`config.mk`:
```
export PLATFORM = sky130hd
export DESIGN_NAME = uart_tx_dev
export DESIGN_NICKNAME = d
export VERILOG_FILES = /design/src/rtl/uart_pkg.sv /design/src/rtl/uart_tx_fifo.sv /design/src/rtl/uart_tx_dev.sv
export SDC_FILE = /design/constraint.sdc
export NUM_CORES = 1
export LEC_CHECK = 0
export BUFFER_PORTS_ARGS = -buffer_cell sky130_fd_sc_hd__buf_2
export CAP_MARGIN = 20
export CORE_MARGIN = 5
export CORE_UTILIZATION = 35
export CTS_CLUSTER_DIAMETER = 120
export DETAILED_ROUTE_END_ITERATION = 8
export GPL_TIMING_DRIVEN = 0
export PLACE_DENSITY = 0.53
export SETUP_SLACK_MARGIN = 0.2
export SYNTH_ARGS = -nofsm -noshare
export SYNTH_HDL_FRONTEND = slang
export SYNTH_SLANG_ARGS = --single-unit
```
`constraint.sdc`:
```
create_clock -name clk -period 4.8 [get_ports clk]
set_clock_uncertainty 0.2 [all_clocks]
set_input_delay 0.48 -clock clk [delete_from_list [all_inputs] [get_ports clk]]
set_output_delay 0.48 -clock clk [all_outputs]
set_load 0.05 [all_outputs]
```
`src/rtl/uart_pkg.sv`:
```
// uart_pkg: shared definitions for the UART transmitter and the bridge
// address decoder that selects it.
//   - register word offsets (Addr[1:0])
//   - CTRL and STATUS bit positions
//   - transmitter FSM state encoding
//   - pack_status(): assembles the STATUS read word
package uart_pkg;

  localparam logic [1:0] REG_DATA   = 2'd0;
  localparam logic [1:0] REG_CTRL   = 2'd1;
  localparam logic [1:0] REG_DIV    = 2'd2;
  localparam logic [1:0] REG_STATUS = 2'd3;

  localparam int CTRL_TXEN  = 0;
  localparam int CTRL_IRQEN = 1;

  localparam int STAT_EMPTY     = 0;
  localparam int STAT_FULL      = 1;
  localparam int STAT_BUSY      = 2;
  localparam int STAT_OVF       = 3;
  localparam int STAT_COUNT_LSB = 4;
  localparam int COUNT_W        = 5;  // holds 0..16 entries

  typedef enum logic [1:0] {
    S_IDLE  = 2'd0,
    S_START = 2'd1,
    S_DATA  = 2'd2,
    S_STOP  = 2'd3
  } tx_state_t;

  function automatic logic [31:0] pack_status(
    input logic               empty,
    input logic               full,
    input logic               busy,
    input logic               ovf,
    input logic [COUNT_W-1:0] count
  );
    logic [31:0] s;
    s = '0;
    s[STAT_EMPTY] = empty;
    s[STAT_FULL]  = full;
    s[STAT_BUSY]  = busy;
    s[STAT_OVF]   = ovf;
    s[STAT_COUNT_LSB +: COUNT_W] = count;
    return s;
  endfunction

endpackage

```
`src/rtl/uart_tx_fifo.sv`:
```
// uart_tx_fifo: byte FIFO feeding the UART transmitter.
// Ports:
//   clk, reset      clock, asynchronous active-high reset (empties the FIFO)
//   push, din       write a byte; accepted when not full, or when full and
//                   a pop happens in the same cycle
//   pop             remove the head byte (ignored when empty)
//   head            current head byte (valid while !empty)
//   full, empty     occupancy flags
//   count           number of stored bytes
import uart_pkg::*;

module uart_tx_fifo #(
  parameter int DEPTH = 8
) (
  input  logic               clk,
  input  logic               reset,
  input  logic               push,
  input  logic [7:0]         din,
  input  logic               pop,
  output logic [7:0]         head,
  output logic               full,
  output logic               empty,
  output logic [COUNT_W-1:0] count
);

  localparam int AW = (DEPTH > 1) ? $clog2(DEPTH) : 1;

  logic [7:0]         mem [DEPTH];
  logic [AW-1:0]      wr_ptr_reg, rd_ptr_reg;
  logic [COUNT_W-1:0] count_reg, count_next;
  logic               push_ok, pop_ok;

  assign full    = (count_reg == COUNT_W'(DEPTH));
  assign empty   = (count_reg == '0);
  assign count   = count_reg;
  // The transmitter must latch the head byte in the same cycle it pops,
  // so the head is read straight from the array.
  assign head    = mem[rd_ptr_reg];

  // When full, a concurrent pop frees the slot being written this cycle.
  assign push_ok = push && (!full || pop);
  assign pop_ok  = pop && !empty;

  always_comb begin
    count_next = count_reg;
    case ({push_ok, pop_ok})
      2'b10:   count_next = count_reg + 1'b1;
      2'b01:   count_next = count_reg - 1'b1;
      default: count_next = count_reg;
    endcase
  end

  // Storage carries no reset; pointers and count define validity.
  always_ff @(posedge clk) begin
    if (push_ok) mem[wr_ptr_reg] <= din;
  end

  always_ff @(posedge clk or posedge reset) begin
    if (reset) begin
      wr_ptr_reg <= '0;
      rd_ptr_reg <= '0;
      count_reg  <= '0;
    end else begin
      if (push_ok) wr_ptr_reg <= wr_ptr_reg + 1'b1;
      if (pop_ok)  rd_ptr_reg <= rd_ptr_reg + 1'b1;
      count_reg <= count_next;
    end
  end

endmodule

```
`src/rtl/uart_tx_dev.sv`:
```
// uart_tx_dev: memory-mapped 8N1 UART transmitter.
// Ports:
//   clk, reset   clock, asynchronous active-high reset
//   Addr         word address from the bridge; only Addr[1:0] decoded
//   WE           write enable (already qualified for this device)
//   Din, Dout    write data / combinational read data
//   IRQ          registered level interrupt: IRQEN & EMPTY & ~BUSY
//   tx           serial output, idle high
// Registers: 0 DATA (W push), 1 CTRL (TXEN, IRQEN), 2 DIVISOR[15:0]
// (bit period = DIVISOR+1 clocks), 3 STATUS (R flags/count, W clears OVF).
import uart_pkg::*;

module uart_tx_dev #(
  parameter int          FIFO_DEPTH = 8,
  parameter logic [15:0] DIV_RESET  = 16'd433
) (
  input  logic        clk,
  input  logic        reset,
  input  logic [29:0] Addr,
  input  logic        WE,
  input  logic [31:0] Din,
  output logic [31:0] Dout,
  output logic        IRQ,
  output logic        tx
);

  logic [1:0]  ctrl_reg;
  logic [15:0] div_reg;
  logic        ovf_reg;

  tx_state_t   state_reg;
  logic [15:0] cnt_reg;
  logic [15:0] div_lat_reg;
  logic [7:0]  shift_reg;
  logic [2:0]  bit_idx_reg;
  logic        tx_reg;
  logic        irq_reg;

  logic               fifo_push, fifo_pop, fifo_full, fifo_empty;
  logic [7:0]         fifo_head;
  logic [COUNT_W-1:0] fifo_count;

  logic [1:0] reg_sel;
  logic       txen, irqen, busy, bit_done, start_frame;
  logic       unused_bits;

  assign reg_sel  = Addr[1:0];
  assign txen     = ctrl_reg[CTRL_TXEN];
  assign irqen    = ctrl_reg[CTRL_IRQEN];
  assign busy     = (state_reg != S_IDLE);
  assign bit_done = (cnt_reg == 16'd0);

  // A frame starts from IDLE, or straight out of the last STOP clock so
  // back-to-back bytes leave no idle gap.
  assign start_frame = txen && !fifo_empty &&
                       ((state_reg == S_IDLE) ||
                        (state_reg == S_STOP && bit_done));

  assign fifo_push = WE && (reg_sel == REG_DATA);
  assign fifo_pop  = start_frame;

  assign unused_bits = ^{Addr[29:2], Din[31:16]};

  uart_tx_fifo #(
    .DEPTH (FIFO_DEPTH)
  ) u_fifo (
    .clk   (clk),
    .reset (reset),
    .push  (fifo_push),
    .din   (Din[7:0]),
    .pop   (fifo_pop),
    .head  (fifo_head),
    .full  (fifo_full),
    .empty (fifo_empty),
    .count (fifo_count)
  );

  // Register file
  always_ff @(posedge clk or posedge reset) begin
    if (reset) begin
      ctrl_reg <= '0;
      div_reg  <= DIV_RESET;
      ovf_reg  <= 1'b0;
    end else if (WE) begin
      case (reg_sel)
        REG_DATA:   if (fifo_full && !fifo_pop) ovf_reg <= 1'b1;
        REG_CTRL:   ctrl_reg <= Din[1:0];
        REG_DIV:    div_reg  <= Din[15:0];
        REG_STATUS: ovf_reg  <= 1'b0;
        default:    ;
      endcase
    end
  end

  // Transmit FSM. Every state lasts latched-DIVISOR+1 clocks per bit; the
  // divisor is captured at frame start so mid-frame writes wait a frame.
  always_ff @(posedge clk or posedge reset) begin
    if (reset) begin
      state_reg   <= S_IDLE;
      cnt_reg     <= '0;
      div_lat_reg <= '0;
      shift_reg   <= '0;
      bit_idx_reg <= '0;
      tx_reg      <= 1'b1;
    end else begin
      case (state_reg)
        S_IDLE: begin
          if (start_frame) begin
            state_reg   <= S_START;
            shift_reg   <= fifo_head;
            div_lat_reg <= div_reg;
            cnt_reg     <= div_reg;
            tx_reg      <= 1'b0;
          end
        end
        S_START: begin
          if (bit_done) begin
            state_reg   <= S_DATA;
            cnt_reg     <= div_lat_reg;
            bit_idx_reg <= '0;
            tx_reg      <= shift_reg[0];
          end else begin
            cnt_reg <= cnt_reg - 1'b1;
          end
        end
        S_DATA: begin
          if (bit_done) begin
            cnt_reg <= div_lat_reg;
            if (bit_idx_reg == 3'd7) begin
              state_reg <= S_STOP;
              tx_reg    <= 1'b1;
            end else begin
              bit_idx_reg <= bit_idx_reg + 1'b1;
              shift_reg   <= shift_reg >> 1;
              tx_reg      <= shift_reg[1];
            end
          end else begin
            cnt_reg <= cnt_reg - 1'b1;
          end
        end
        S_STOP: begin
          if (bit_done) begin
            if (start_frame) begin
              state_reg   <= S_START;
              shift_reg   <= fifo_head;
              div_lat_reg <= div_reg;
              cnt_reg     <= div_reg;
              tx_reg      <= 1'b0;
            end else begin
              state_reg <= S_IDLE;
            end
          end else begin
            cnt_reg <= cnt_reg - 1'b1;
          end
        end
        default: state_reg <= S_IDLE;
      endcase
    end
  end

  always_ff @(posedge clk or posedge reset) begin
    if (reset) irq_reg <= 1'b0;
    else       irq_reg <= irqen && fifo_empty && !busy;
  end

  assign tx  = tx_reg;
  assign IRQ = irq_reg;

  always_comb begin
    Dout = '0;
    case (reg_sel)
      REG_CTRL:   Dout = {30'd0, ctrl_reg};
      REG_DIV:    Dout = {16'd0, div_reg};
      REG_STATUS: Dout = pack_status(fifo_empty, fifo_full, busy, ovf_reg,
                                     fifo_count);
      default:    Dout = '0;
    endcase
  end

endmodule
```
==> run metrics <==
prevailing post-synth register cell=dfrtp_1; CP bufs+invs=5; Reg clk slew, reported paths=0.06 ns; cts bufs inserted=17; Max-cap violations=0; routability cong.=0.8717; Max stage delay on crit path=0.61 ns; EDFF count, synth=64; Final period util=87.06%; Chip Height=153.7 um; status=complete, no violations; Std-Cell Rows=52; final setup TNS=0 ns; Power Total=roughly 5400 uW; die width=153.7 um; critical path's top delay family=simple AND/OR/NAND/NOR gates; syn_area_per_cell=~12 sq um; grt met3 use=3.288%; met2 Usage GRT=between 20% and 30%; leak pwr=0.003423 uW; WL per Instance=18.47 um; Vias/cell=5.248; Top reg by flops=u_fifo.mem; vias in the first global route=5,104; CP max-delay cell=nor4_4; Slew @ Worst Pin=0.8770 ns; die area=0.02361 sq mm; Slew Viols, Final=0; nets@finish=738; DRT Wirelength=17,400 um; largest net degree at the start of global routing=70; global routing's busiest layer=met2; worst-case clock buffer depth=2; DR vias=4,944; CTS Sinks=141; Startpoint Class=register; Root Buffer Master=clkbuf_16; CTS tree=built; core area=just over 0.02 sq mm; Cell Area, Synth=0.007223 sq mm; Tightest Hold Check Type=in2reg; Starting Density=roughly 36%; drt pass-1 iters=4; Crit Path Category=reg2reg; count of input and output buffers=38; H-tree level count=4; io pins=99; Slew HR=slightly above 40%; worst-skew pair later-pin latency=around 0.42 ns; P&R area growth vs syn=17.89%; Arr. time, crit path=around 4.3 ns; diode count=0; Post-Place Setup Slack=approximately 0.67 ns; post-route setup slack=0.6211 ns; Power Density=636.0 mW/mm^2; IR drop worst, VDD=just under 0.3 mV; fin crit period=4.179 ns; grt met1 use=between 20% and 30%; Remaining DRCs=0; share of cells above drive strength 1=23.96%; Setup crit end kind=register; sequential-to-total area share from yosys stat=between 50% and 60%; f_max=0.2393 GHz; Iter 0 DRT Violations=387; unrepaired setup endpoints after global routing=no; GRT Util Overall=between 10 and 15%; worst path cell trace=buf_2 -> nor4_4 -> nand4_1 -> a21o_1 -> buf_4 -> inv_2 -> buf_4 -> ha_1 -> clkbuf_1 -> xor2_1 -> ha_1 -> nand2_1 -> nor2_1 -> o21ai_0 -> a31oi_1 -> xor2_1; antenna-violating nets left=0; crit path max fanout=11; first-pass GRT wire length=between 20,000 and 30,000 um; post-DP HPWL=12,220 um; Synthesis Warnings=0; max reg flops=64; setup violators final=0; #FFs+latches synth=141; Async S/R FF share, synth=54.61%; synthesized netlist cell count=585; antenna violations before repair=0; Synth cell types=74; final hold vios=0; grt total ovfl=0; CP required=4.95 ns
## through the flow
step / hold WS (ns) / instance area [sq um] / instances / util (%)
after detailed placement: 0.1906 / 7868 / 909 / 38.76
after CTS: 0.07213 / 8516 / 942 / 41.95
after global placement: 0.2666 / 7807 / 908 / 38.46
final: 0.08604 / 8516 / 942 / 41.95
after floorplan: 0.2484 / 7279 / 600 / -
after global routing: 0.07570 / 8516 / 942 / 41.95
## cells by family (layout without fill, tap and decap cells)
group	count (synthesis)	in the layout	share of synthesized area, %
mux	88	88	15.80
other cells	1	16	0.05192
xor+xnor	16	16	1.940
flops	141	141	53.39
fa+ha+maj	14	14	2.425
simple gates	149	149	11.31
compound gates	105	105	10.10
buf+inv	71	143	4.989
## layer usage
layer	up-vias	wire (um)
met1	2468	7950
met5	-	0
met2	139	8176
met4	0	355
li1	2311	-
met3	26	914
## worst register-to-register path, stage by stage, from the launching register on
cell	delay [ns]
dfrtp_1	0.36
buf_2	0.17
nor4_4	0.62
nand4_1	0.38
a21o_1	0.27
buf_4	0.19
inv_2	0.13
buf_4	0.23
ha_1	0.17
clkbuf_1	0.32
xor2_1	0.21
ha_1	0.21
nand2_1	0.07
nor2_1	0.10
o21ai_0	0.08
a31oi_1	0.25
xor2_1	0.17
## layout make-up
cell class,count,area (sq um)
multi-input combinational,388,3093
clock inverter,15,212.7
inverter,18,70.07
clock buffer,17,425.4
buffer,53,292.8
timing repair buffer,40,227.7
sequential,141,3856
fill,1940,11780
tap,270,337.8
## synthesized netlist by cell type (all sizes together), types with 11 or more instances
master / n / area [sq um]
a21oi: 14 / 70.07
buf: 29 / 202.7
clkbuf: 24 / 90.09
dfrtp: 71 / 1777
edfxtp: 64 / 1922
ha: 14 / 175.2
inv: 18 / 67.56
mux2: 45 / 506.7
mux2i: 27 / 274.0
mux4: 16 / 360.4
nand2: 35 / 131.4
nor2: 40 / 157.6
nor3: 11 / 55.05
o21ai: 28 / 147.7
xnor2: 11 / 96.34
## timing repair
action,4_1_cts,5_1_grt
buffers inserted,0,0
hold buffers,1,0
resized for setup,0,0
endpoints found under the hold margin,8,0
## power breakdown
| part | total (uW) | switching (uW) | leakage, uW | internal (uW) |
|---|---|---|---|---|
| combinational | 2220 | 1320 | 0.00159 | 904 |
| sequential | 1760 | 215 | 0.00151 | 1550 |
| clock | 1430 | 581 | 0.000315 | 848 |
## placed cells by master, fill, tap and decap left out, types with 5 or more instances in the layout
cell type,netlist,layout
dfrtp_1,71,71
edfxtp_1,64,64
buf_2,3,41
nor2_1,39,39
nand2_1,35,35
mux2i_1,26,26
mux2_1,25,25
clkbuf_1,24,24
buf_4,20,20
o21ai_0,20,20
mux2_2,20,20
clkbuf_16,0,17
inv_1,17,16
mux4_2,16,16
conb_1,1,16
a21oi_1,14,14
ha_1,14,14
xnor2_1,11,11
nor2b_1,10,10
o32ai_1,10,10
nor3_1,11,9
nand3_1,8,8
nand4_1,7,7
a31oi_1,7,7
o22ai_1,7,7
and2_1,7,7
inv_6,0,7
o21ai_1,6,6
dfstp_2,6,6
xor2_1,5,5
a22o_1,5,5
## final timing paths
kind	from	cells after the start	endpoint	slack (ns)
worst min-delay path	Din[8]	2	div_reg[8]	0.09
min in group asynchronous	reset	3	u_fifo.count[2]	0.29
worst min register to register	div_lat_reg[4]	1	div_lat_reg[4]	0.28
worst max register to register	cnt_reg[2]	16	u_fifo.count[4]	0.62
worst max-delay path	cnt_reg[2]	16	u_fifo.count[4]	0.62
max in group asynchronous	reset	4	tx	3.50
Note: power is estimated with default switching activity, not from simulation.
